--- src/rtl/wam_round_if.sv ---
// wam_round_if: control/status bundle between the round controller and its environment.
//   master: drives tick, start, hit (and pause when WAM_ROUND_PAUSE_EN); observes status.
//   slave : the controller; receives inputs, drives state, gen_en, hit_en, time_left,
//           level, mole_life, spawn_period, hit_total, round_done.
//   WAM_ROUND_PAUSE_EN widens state to 3 bits and adds the pause level input.
interface wam_round_if;
    logic       tick;
    logic       start;
    logic [7:0] hit;
`ifdef WAM_ROUND_PAUSE_EN
    logic       pause;
    logic [2:0] state;
`else
    logic [1:0] state;
`endif
    logic       gen_en;
    logic       hit_en;
    logic [6:0] time_left;
    logic [2:0] level;
    logic [3:0] mole_life;
    logic [4:0] spawn_period;
    logic [7:0] hit_total;
    logic       round_done;
`ifdef WAM_ROUND_PAUSE_EN
    modport master (output tick, start, hit, pause,
                    input state, gen_en, hit_en, time_left, level, mole_life, spawn_period, hit_total, round_done);
    modport slave  (input tick, start, hit, pause,
                    output state, gen_en, hit_en, time_left, level, mole_life, spawn_period, hit_total, round_done);
`else
    modport master (output tick, start, hit,
                    input state, gen_en, hit_en, time_left, level, mole_life, spawn_period, hit_total, round_done);
    modport slave  (input tick, start, hit,
                    output state, gen_en, hit_en, time_left, level, mole_life, spawn_period, hit_total, round_done);
`endif
endinterface

--- src/rtl/wam_round.sv ---
// wam_round: whack-a-mole round scheduler (IDLE -> READY countdown -> PLAY -> OVER).
//   clk : system clock
//   clr : asynchronous active-high reset
//   bus : wam_round_if.slave (tick, start, hit[, pause] in; state, gen_en, hit_en,
//         time_left, level, mole_life, spawn_period, hit_total, round_done out)
//   Optional: define WAM_ROUND_PAUSE_EN to add the PAUSE state (encoding 4) and pause input.
module wam_round #(
    parameter int TICK_DIV      = 16,
    parameter int COUNTDOWN_SEC = 3,
    parameter int ROUND_SEC     = 30,
    parameter int LVL_STEP      = 10,
    parameter int MAX_LVL       = 7,
    parameter int LIFE_BASE     = 12,
    parameter int SPAWN_BASE    = 20
) (
    input logic        clk,
    input logic        clr,
    wam_round_if.slave bus
);
`ifdef WAM_ROUND_PAUSE_EN
    typedef enum logic [2:0] {IDLE = 3'd0, READY = 3'd1, PLAY = 3'd2, OVER = 3'd3, PAUSE = 3'd4} state_t;
`else
    typedef enum logic [1:0] {IDLE = 2'd0, READY = 2'd1, PLAY = 2'd2, OVER = 2'd3} state_t;
`endif
    localparam int PW = TICK_DIV > 1 ? $clog2(TICK_DIV) : 1;

    state_t        st;
    logic          start_q;
    logic [PW-1:0] presc;
    logic [7:0]    acc;
    logic [6:0]    time_left;
    logic [2:0]    level;
    logic [7:0]    hit_total;
    logic          round_done;
    logic [3:0]    n;
    logic [8:0]    tot;
    logic [7:0]    acc_sum;
    logic          start_evt;
    logic          sec_stb;

    always_comb begin
        n         = 4'($countones(bus.hit));
        tot       = {1'b0, hit_total} + {5'b0, n};
        acc_sum   = acc + {4'b0, n};
        start_evt = bus.start & ~start_q;
        sec_stb   = bus.tick & (presc == PW'(TICK_DIV - 1));
    end

    always_ff @(posedge clk or posedge clr) begin
        if (clr) begin
            st         <= IDLE;
            start_q    <= 1'b0;
            presc      <= '0;
            acc        <= '0;
            time_left  <= '0;
            level      <= '0;
            hit_total  <= '0;
            round_done <= 1'b0;
        end else begin
            start_q    <= bus.start;
            round_done <= 1'b0;
            if (bus.tick)
                presc <= sec_stb ? '0 : presc + 1'b1;
            case (st)
                IDLE, OVER: if (start_evt) begin
                    st        <= READY;
                    time_left <= 7'(COUNTDOWN_SEC);
                    level     <= '0;
                    hit_total <= '0;
                    acc       <= '0;
                    presc     <= '0;
                end
                READY: if (sec_stb) begin
                    // sec_stb already wraps the prescaler, so PLAY starts on a fresh second
                    st        <= time_left == 7'd1 ? PLAY : READY;
                    time_left <= time_left == 7'd1 ? 7'(ROUND_SEC) : time_left - 7'd1;
                end
                PLAY: begin
                    hit_total <= tot[8] ? 8'hFF : tot[7:0];
                    // n <= 8 < LVL_STEP, so one subtraction always brings acc back in range
                    acc       <= acc_sum >= 8'(LVL_STEP) ? acc_sum - 8'(LVL_STEP) : acc_sum;
                    if (acc_sum >= 8'(LVL_STEP) && level != 3'(MAX_LVL))
                        level <= level + 3'd1;
`ifdef WAM_ROUND_PAUSE_EN
                    if (bus.pause)
                        st <= PAUSE;
`endif
                    if (sec_stb) begin
                        time_left <= time_left - 7'd1;
                        if (time_left == 7'd1) begin
                            st         <= OVER;
                            round_done <= 1'b1;
                        end
                    end
                end
`ifdef WAM_ROUND_PAUSE_EN
                PAUSE: begin
                    presc <= presc;
                    if (!bus.pause)
                        st <= PLAY;
                end
`endif
                default: st <= IDLE;
            endcase
        end
    end

    assign bus.state        = st;
    assign bus.gen_en       = st == PLAY;
    assign bus.hit_en       = st == PLAY;
    assign bus.time_left    = time_left;
    assign bus.level        = level;
    assign bus.mole_life    = 4'(LIFE_BASE) - {1'b0, level};
    assign bus.spawn_period = 5'(SPAWN_BASE) - {1'b0, level, 1'b0};
    assign bus.hit_total    = hit_total;
    assign bus.round_done   = round_done;
endmodule

--- src/flat_wrapper.sv ---
// flat-port wrapper written by rule: the top's interface ports become plain ports
module wam_round_flat 
#(
    parameter int TICK_DIV      = 16,
    parameter int COUNTDOWN_SEC = 3,
    parameter int ROUND_SEC     = 30,
    parameter int LVL_STEP      = 10,
    parameter int MAX_LVL       = 7,
    parameter int LIFE_BASE     = 12,
    parameter int SPAWN_BASE    = 20
)
  (clk, clr, bus_tick, bus_start, bus_hit, bus_state, bus_gen_en, bus_hit_en, bus_time_left, bus_level, bus_mole_life, bus_spawn_period, bus_hit_total, bus_round_done);
  wam_round_if bus_i ();
  input logic clk;
  input logic clr;
  input wire logic [$bits(bus_i.tick)-1:0] bus_tick;
  input wire logic [$bits(bus_i.start)-1:0] bus_start;
  input wire logic [$bits(bus_i.hit)-1:0] bus_hit;
  output wire logic [$bits(bus_i.state)-1:0] bus_state;
  output wire logic [$bits(bus_i.gen_en)-1:0] bus_gen_en;
  output wire logic [$bits(bus_i.hit_en)-1:0] bus_hit_en;
  output wire logic [$bits(bus_i.time_left)-1:0] bus_time_left;
  output wire logic [$bits(bus_i.level)-1:0] bus_level;
  output wire logic [$bits(bus_i.mole_life)-1:0] bus_mole_life;
  output wire logic [$bits(bus_i.spawn_period)-1:0] bus_spawn_period;
  output wire logic [$bits(bus_i.hit_total)-1:0] bus_hit_total;
  output wire logic [$bits(bus_i.round_done)-1:0] bus_round_done;
  assign bus_i.tick = bus_tick;
  assign bus_i.start = bus_start;
  assign bus_i.hit = bus_hit;
  assign bus_state = bus_i.state;
  assign bus_gen_en = bus_i.gen_en;
  assign bus_hit_en = bus_i.hit_en;
  assign bus_time_left = bus_i.time_left;
  assign bus_level = bus_i.level;
  assign bus_mole_life = bus_i.mole_life;
  assign bus_spawn_period = bus_i.spawn_period;
  assign bus_hit_total = bus_i.hit_total;
  assign bus_round_done = bus_i.round_done;
  wam_round #(.TICK_DIV(TICK_DIV), .COUNTDOWN_SEC(COUNTDOWN_SEC), .ROUND_SEC(ROUND_SEC), .LVL_STEP(LVL_STEP), .MAX_LVL(MAX_LVL), .LIFE_BASE(LIFE_BASE), .SPAWN_BASE(SPAWN_BASE)) u_core (.clk(clk), .clr(clr), .bus(bus_i));
endmodule
--- config.mk ---
export PLATFORM = sky130hd
export DESIGN_NAME = wam_round_flat
export DESIGN_NICKNAME = d
export VERILOG_FILES = /design/src/rtl/wam_round_if.sv /design/src/rtl/wam_round.sv /design/src/flat_wrapper.sv
export SDC_FILE = /design/constraint.sdc
export NUM_CORES = 1
export LEC_CHECK = 0
export CAP_MARGIN = 15
export CORE_ASPECT_RATIO = 1.4
export CORE_UTILIZATION = 53
export CTS_CLUSTER_SIZE = 28
export DETAILED_ROUTE_END_ITERATION = 8
export PLACE_DENSITY = 0.84
export SLEW_MARGIN = 20
export SYNTH_ARGS = -nofsm -noshare
export SYNTH_HDL_FRONTEND = slang
export SYNTH_SLANG_ARGS = --single-unit
--- constraint.sdc ---
create_clock -name clk -period 2.93 [get_ports clk]
set_input_delay 0.879 -clock clk [delete_from_list [all_inputs] [get_ports clk]]
set_output_delay 0.879 -clock clk [all_outputs]
set_load 0.01 [all_outputs]
; Word level (Yosys, flattened, before mapping)
; Index checks and enable logic that the tools add are counted.
[op_classes]
add_sub_neg = 15
magnitude_cmp = 1
eq_ne = 11
muxes = 26
bitwise_logic = 3
n_reduce_logical = 8
[op_table]
columns = op, count
row1 = 8-bit one-hot mux with 2 select lines, 2
row2 = 7-bit 2-to-1 mux, 4
row3 = 8-bit 2-to-1 mux, 3
row4 = 7-bit one-hot mux with 3 select lines, 1
row5 = 4-bit 2-to-1 mux, 4
row6 = 4-bit adder, 3
row7 = 2-bit 2-to-1 mux, 5
row8 = 2-bit by 1-bit inequality test with 1-bit output (second input constant), 5
row9 = 8-bit by 4-bit adder with 9-bit output, 1
row10 = 1-bit by 1-bit adder with 2-bit output, 4
row11 = 8-bit by 4-bit adder with 8-bit output, 1
row12 = 8-bit by 4-bit >= comparator with 1-bit output (second input constant), 1
row13 = 8-bit by 4-bit subtractor with 8-bit output (second input constant), 1
row14 = 7-bit by 1-bit == test with 1-bit output (second input constant), 1
row15 = 7-bit by 1-bit subtractor with 7-bit output (second input constant), 1
row16 = 3-bit 2-to-1 mux, 2
row17 = 2-bit one-hot mux with 3 select lines, 1
row18 = 3-bit one-hot mux with 2 select lines, 1
row19 = 3-bit AND reduction, 2
row20 = 5-bit by 4-bit subtractor with 5-bit output (first input constant), 1
row21 = 4-bit by 1-bit adder with 4-bit output (second input constant), 1
row22 = 2-bit == test (second input constant), 2
row23 = 4-bit == test (second input constant), 1
row24 = 4-bit AND reduction, 1
row25 = other kinds (12), 15
[totals]
reg_bits = 34
output_inout_bits = 32
elab_cells = 72

; Longest topological paths before layout
[depth]
word_depth = 8
depth_mapped = 15
depth_no_buf = 15

; Least setup slack after synthesis
; No wires, ideal clock.
[synth_timing]
kind = input to register
startpoint = input bus_hit[2]
endpoint = register u_core.acc[4]
setup_time_ns = 0.129
arrival_time_ns = 4.490
slack_ns = -1.689
stages = 15
path_buffers = 0
cell_sequence = ha_1 fa_1 inv_1 fa_1 inv_1 ha_1 fa_1 ha_1 a211oi_2 nor2_1 xor2_2 a2111oi_4 nand2_2 a311oi_1 a21oi_1
[synth_between]
elab_chain_cells = 7
word_cells_on_any_way = 8
classes_between = 5 x add/sub / 1 x order compare / 2 x mux
[synth_lines]
columns = item, line_no
row1 = start: declaration, flat_wrapper.sv:18  ; input wire logic [$bits(bus_i.hit)-1:0] bus_hit;
row2 = 1-bit by 1-bit adder with 2-bit output (implied by the code) (*), wam_round.sv:42  ; n = 4'($countones(bus.hit));
row3 = 4-bit adder (implied by the code) (*) (2 in series), wam_round.sv:42
row4 = 8-bit by 4-bit adder with 8-bit output (*), wam_round.sv:44  ; acc_sum = acc + {4'b0, n};
row5 = 8-bit by 4-bit subtractor with 8-bit output / 8-bit by 4-bit >= comparator with 1-bit output (equally long branches), wam_round.sv:81  ; acc <= acc_sum >= 8'(LVL_STEP) ? acc_sum - 8'(LVL_STEP) : acc_sum;
row6 = 8-bit 2-to-1 mux (*), wam_round.sv:81
row7 = 8-bit one-hot mux with 2 select lines (*), wam_round.sv:64  ; case (st)
row8 = end signal: assignment, wam_round.sv:81
row9 = end: declaration, wam_round.sv:30  ; logic [7:0] acc;
; Mark *: on every way between the ends. The rest lies on a longest branch, timed or not.
; A chain may end at the register's enable or synchronous reset.

; Final worst setup path
[layout_timing]
startpoint = input bus_hit[5]
endpoint = register u_core.acc[4]
; The elaborated chain is that of the path after synthesis.

==> reports/results.tsv <==
metric	value	unit
fin_nets	403	
fmax	0.226	GHz
ys_types	52	
slew_violations	0	
syn_area_per_cell	8.98	um2
synthCells	279	
fp-row-count	29	
grt-ovfl-total	0	
layout_commonest_cell	clkdlybuf4s50_1	
synth_seq_cells	34	
cp_max_fo	5	
min_period	4.43	ns
wl_per_cell	15.6	um
dr.pass1.iters	4	
violations	setup timing	
portBuffers	42	
wirelength	6.60	mm
start_util	55.3	%
critPathSlowestCell	fa_1	
root_buffer	clkbuf_8	
yosysTopAreaCellShare	33.9	%
antenna_cells	0	
run_status	finished with violations	
synth-async-reset-ratio	100	%
fp.dieW	60.1	um
cp-start-kind	input port	
grt_util_met1	29.6	%
antenna_found_initial	0	
syn2layout_area_growth	47.3	%
fp.dieH	83.4	um
seq_area_frac_synth	33.9	%
end_kind	flop	
rsz0062_at_grt	yes	
clk_path_buf_depth	2	
reg2regPathDepth	10	
synth.area.top_cells	dfrtp_1 34%, ha_1 12%, a21oi_1 5.0%	
crit_arrival	4.58	ns
clk_latency	0.28	ns
grt_max_degree	35	
hpwl	4.53	mm
most-common-layout-cells	36 x clkdlybuf4s50_1, 34 x buf_4, 34 x dfrtp_1	
hold_violations	0	
gp_congestion	0.862	
grt_pass1_vias	2338	
utilization	81.4	%
critPathMaxStageDelay	0.52	ns
syn_area	2510	um2
critical_path_class	input port to flop	
pre_cts_ws	-2.17	ns
met3_usage	4.21	%
cts_inserted_buffers	5	
layout-drive-gt1-share	30.8	%
core_area	4540	um2
cp_cell_sequence	buf_2 -> ha_4 -> inv_2 -> fa_2 -> fa_1 -> inv_1 -> ha_2 -> fa_2 -> ha_4 -> buf_6 -> xor2_4 -> nand2_2 -> a2111oi_4 -> nand2_2 -> a311oi_2 -> a21oi_1	
grt_usage	27.3	%
grt_pass1_wl	10.4	mm
yosysWarnings	0	
fin_worst_skew	0.00829	ns
critical_path_buf_inv_count	4	
cp.required	3.09	ns
busiest_layer	met2	
htree_levels	2	
synth-edff-count	0	
crit_family	adder cells	
drc	0	
yosysTopAreaCell	dfrtp_1	
finalWorstSetupSlack	-1.50	ns
synthFlopType	dfrtp_1	
drtIter0Drc	109	
cp.depth	16	
synth_nets	321	
clock_sinks	34	
hold_path_class	flop to flop	
worstHoldPathCells	2	
min_period_over_period	151	%
setup_viol	18	
die_area	5010	um2
clk_pin_slew	0.06	ns
max-cap-violations	0	
avgViaCountPerCell	5.53	
antenna_left	0	
ios	44	
vias	2334	
met2_usage	49.7	%
cts_tree	done	
==> synth_stat cells (all sizes together) (4+ instances only) <==
library cell	instances
nand2b	4
nand3b	4
ha	24
fa	6
o21ai	23
inv	26
a21oi	27
dfrtp	34
nand2	32
xnor2	4
buf	4
clkbuf	5
nor2	25
nor3	7
xor2	11
==> layout make-up <==
type,instances,area [um2]
Multi-Input combinational cell,210,1830
Sequential cell,34,851
Fill cell,280,845
Timing Repair Buffer,84,748
Inverter,26,97.6
Clock buffer,6,82.6
Tap cell,62,77.6
==> layer usage <==
metal  up-vias  routed length [um]
met1      1144                2440
li1       1123                   -
met5         -                   0
met4         0                 183
met2        52                3810
met3        15                 159
==> state kept, by name (all words and copies together) (netlist names) <==
name / flops
u_core.bus.state: 2
u_core.bus.round_done: 1
u_core.bus.hit_total: 8
u_core.acc: 8
u_core.bus.level: 3
u_core.start_q: 1
u_core.bus.time_left: 7
u_core.presc: 4
==> tightest hold or removal path: stages, from the launching register on <==
cell     delay (ns)
dfrtp_1        0.37
nand2_1        0.06
nand2_1        0.05
==> timing repair <==
item / 4_1_cts / 5_1_grt
endpoints found under the hold margin: 0 / 0
endpoints found under the setup margin: 18 / 18
hold buffers: 0 / 0
pin swaps: 28 / 18
gates resized for setup: 55 / 18
buffers inserted: 10 / 1
==> cell families (layout without fill, tap and decap cells) <==
kind of cell    Yosys count  after routing  share of synthesized area (%)
fa+ha+maj                30             30                           16.8
mux                       3              3                           1.20
flops                    34             34                           33.9
compound gates           73             73                           19.2
simple gates             88             88                           16.6
other cells               1              1                          0.150
buf+inv                  35            116                           5.84
xor+xnor                 15             15                           6.29
==> metrics by stage <==
stage	setup TNS [ns]	hold slack, ns	std cells	area [um2]
global placement	-33.37	0.493	405	3330
global route	-25.37	0.552	422	3690
finish	-23.05	0.507	422	3690
detailed placement	-34.75	0.500	405	3330
CTS	-23.30	0.514	421	3590
floorplan	-20.87	0.477	279	2650
==> final timing paths <==
| path | startpoint | end | slack (ns) |
|---|---|---|---|
| max | bus_hit[5] | u_core.acc[4] | -1.50 |
| min | u_core.bus.hit_total[0] | u_core.bus.hit_total[0] | 0.51 |
| max reg2reg | u_core.acc[0] | u_core.acc[4] | 0.31 |
| min reg2reg | u_core.bus.hit_total[0] | u_core.bus.hit_total[0] | 0.51 |
| max in group asynchronous | clr | u_core.presc[1] | 1.58 |
| min in group asynchronous | clr | u_core.bus.time_left[6] | 1.03 |
Power is left out: the tool's default activity adds up to more than one toggle a clock period on the data nets, which glitch-free logic cannot reach.
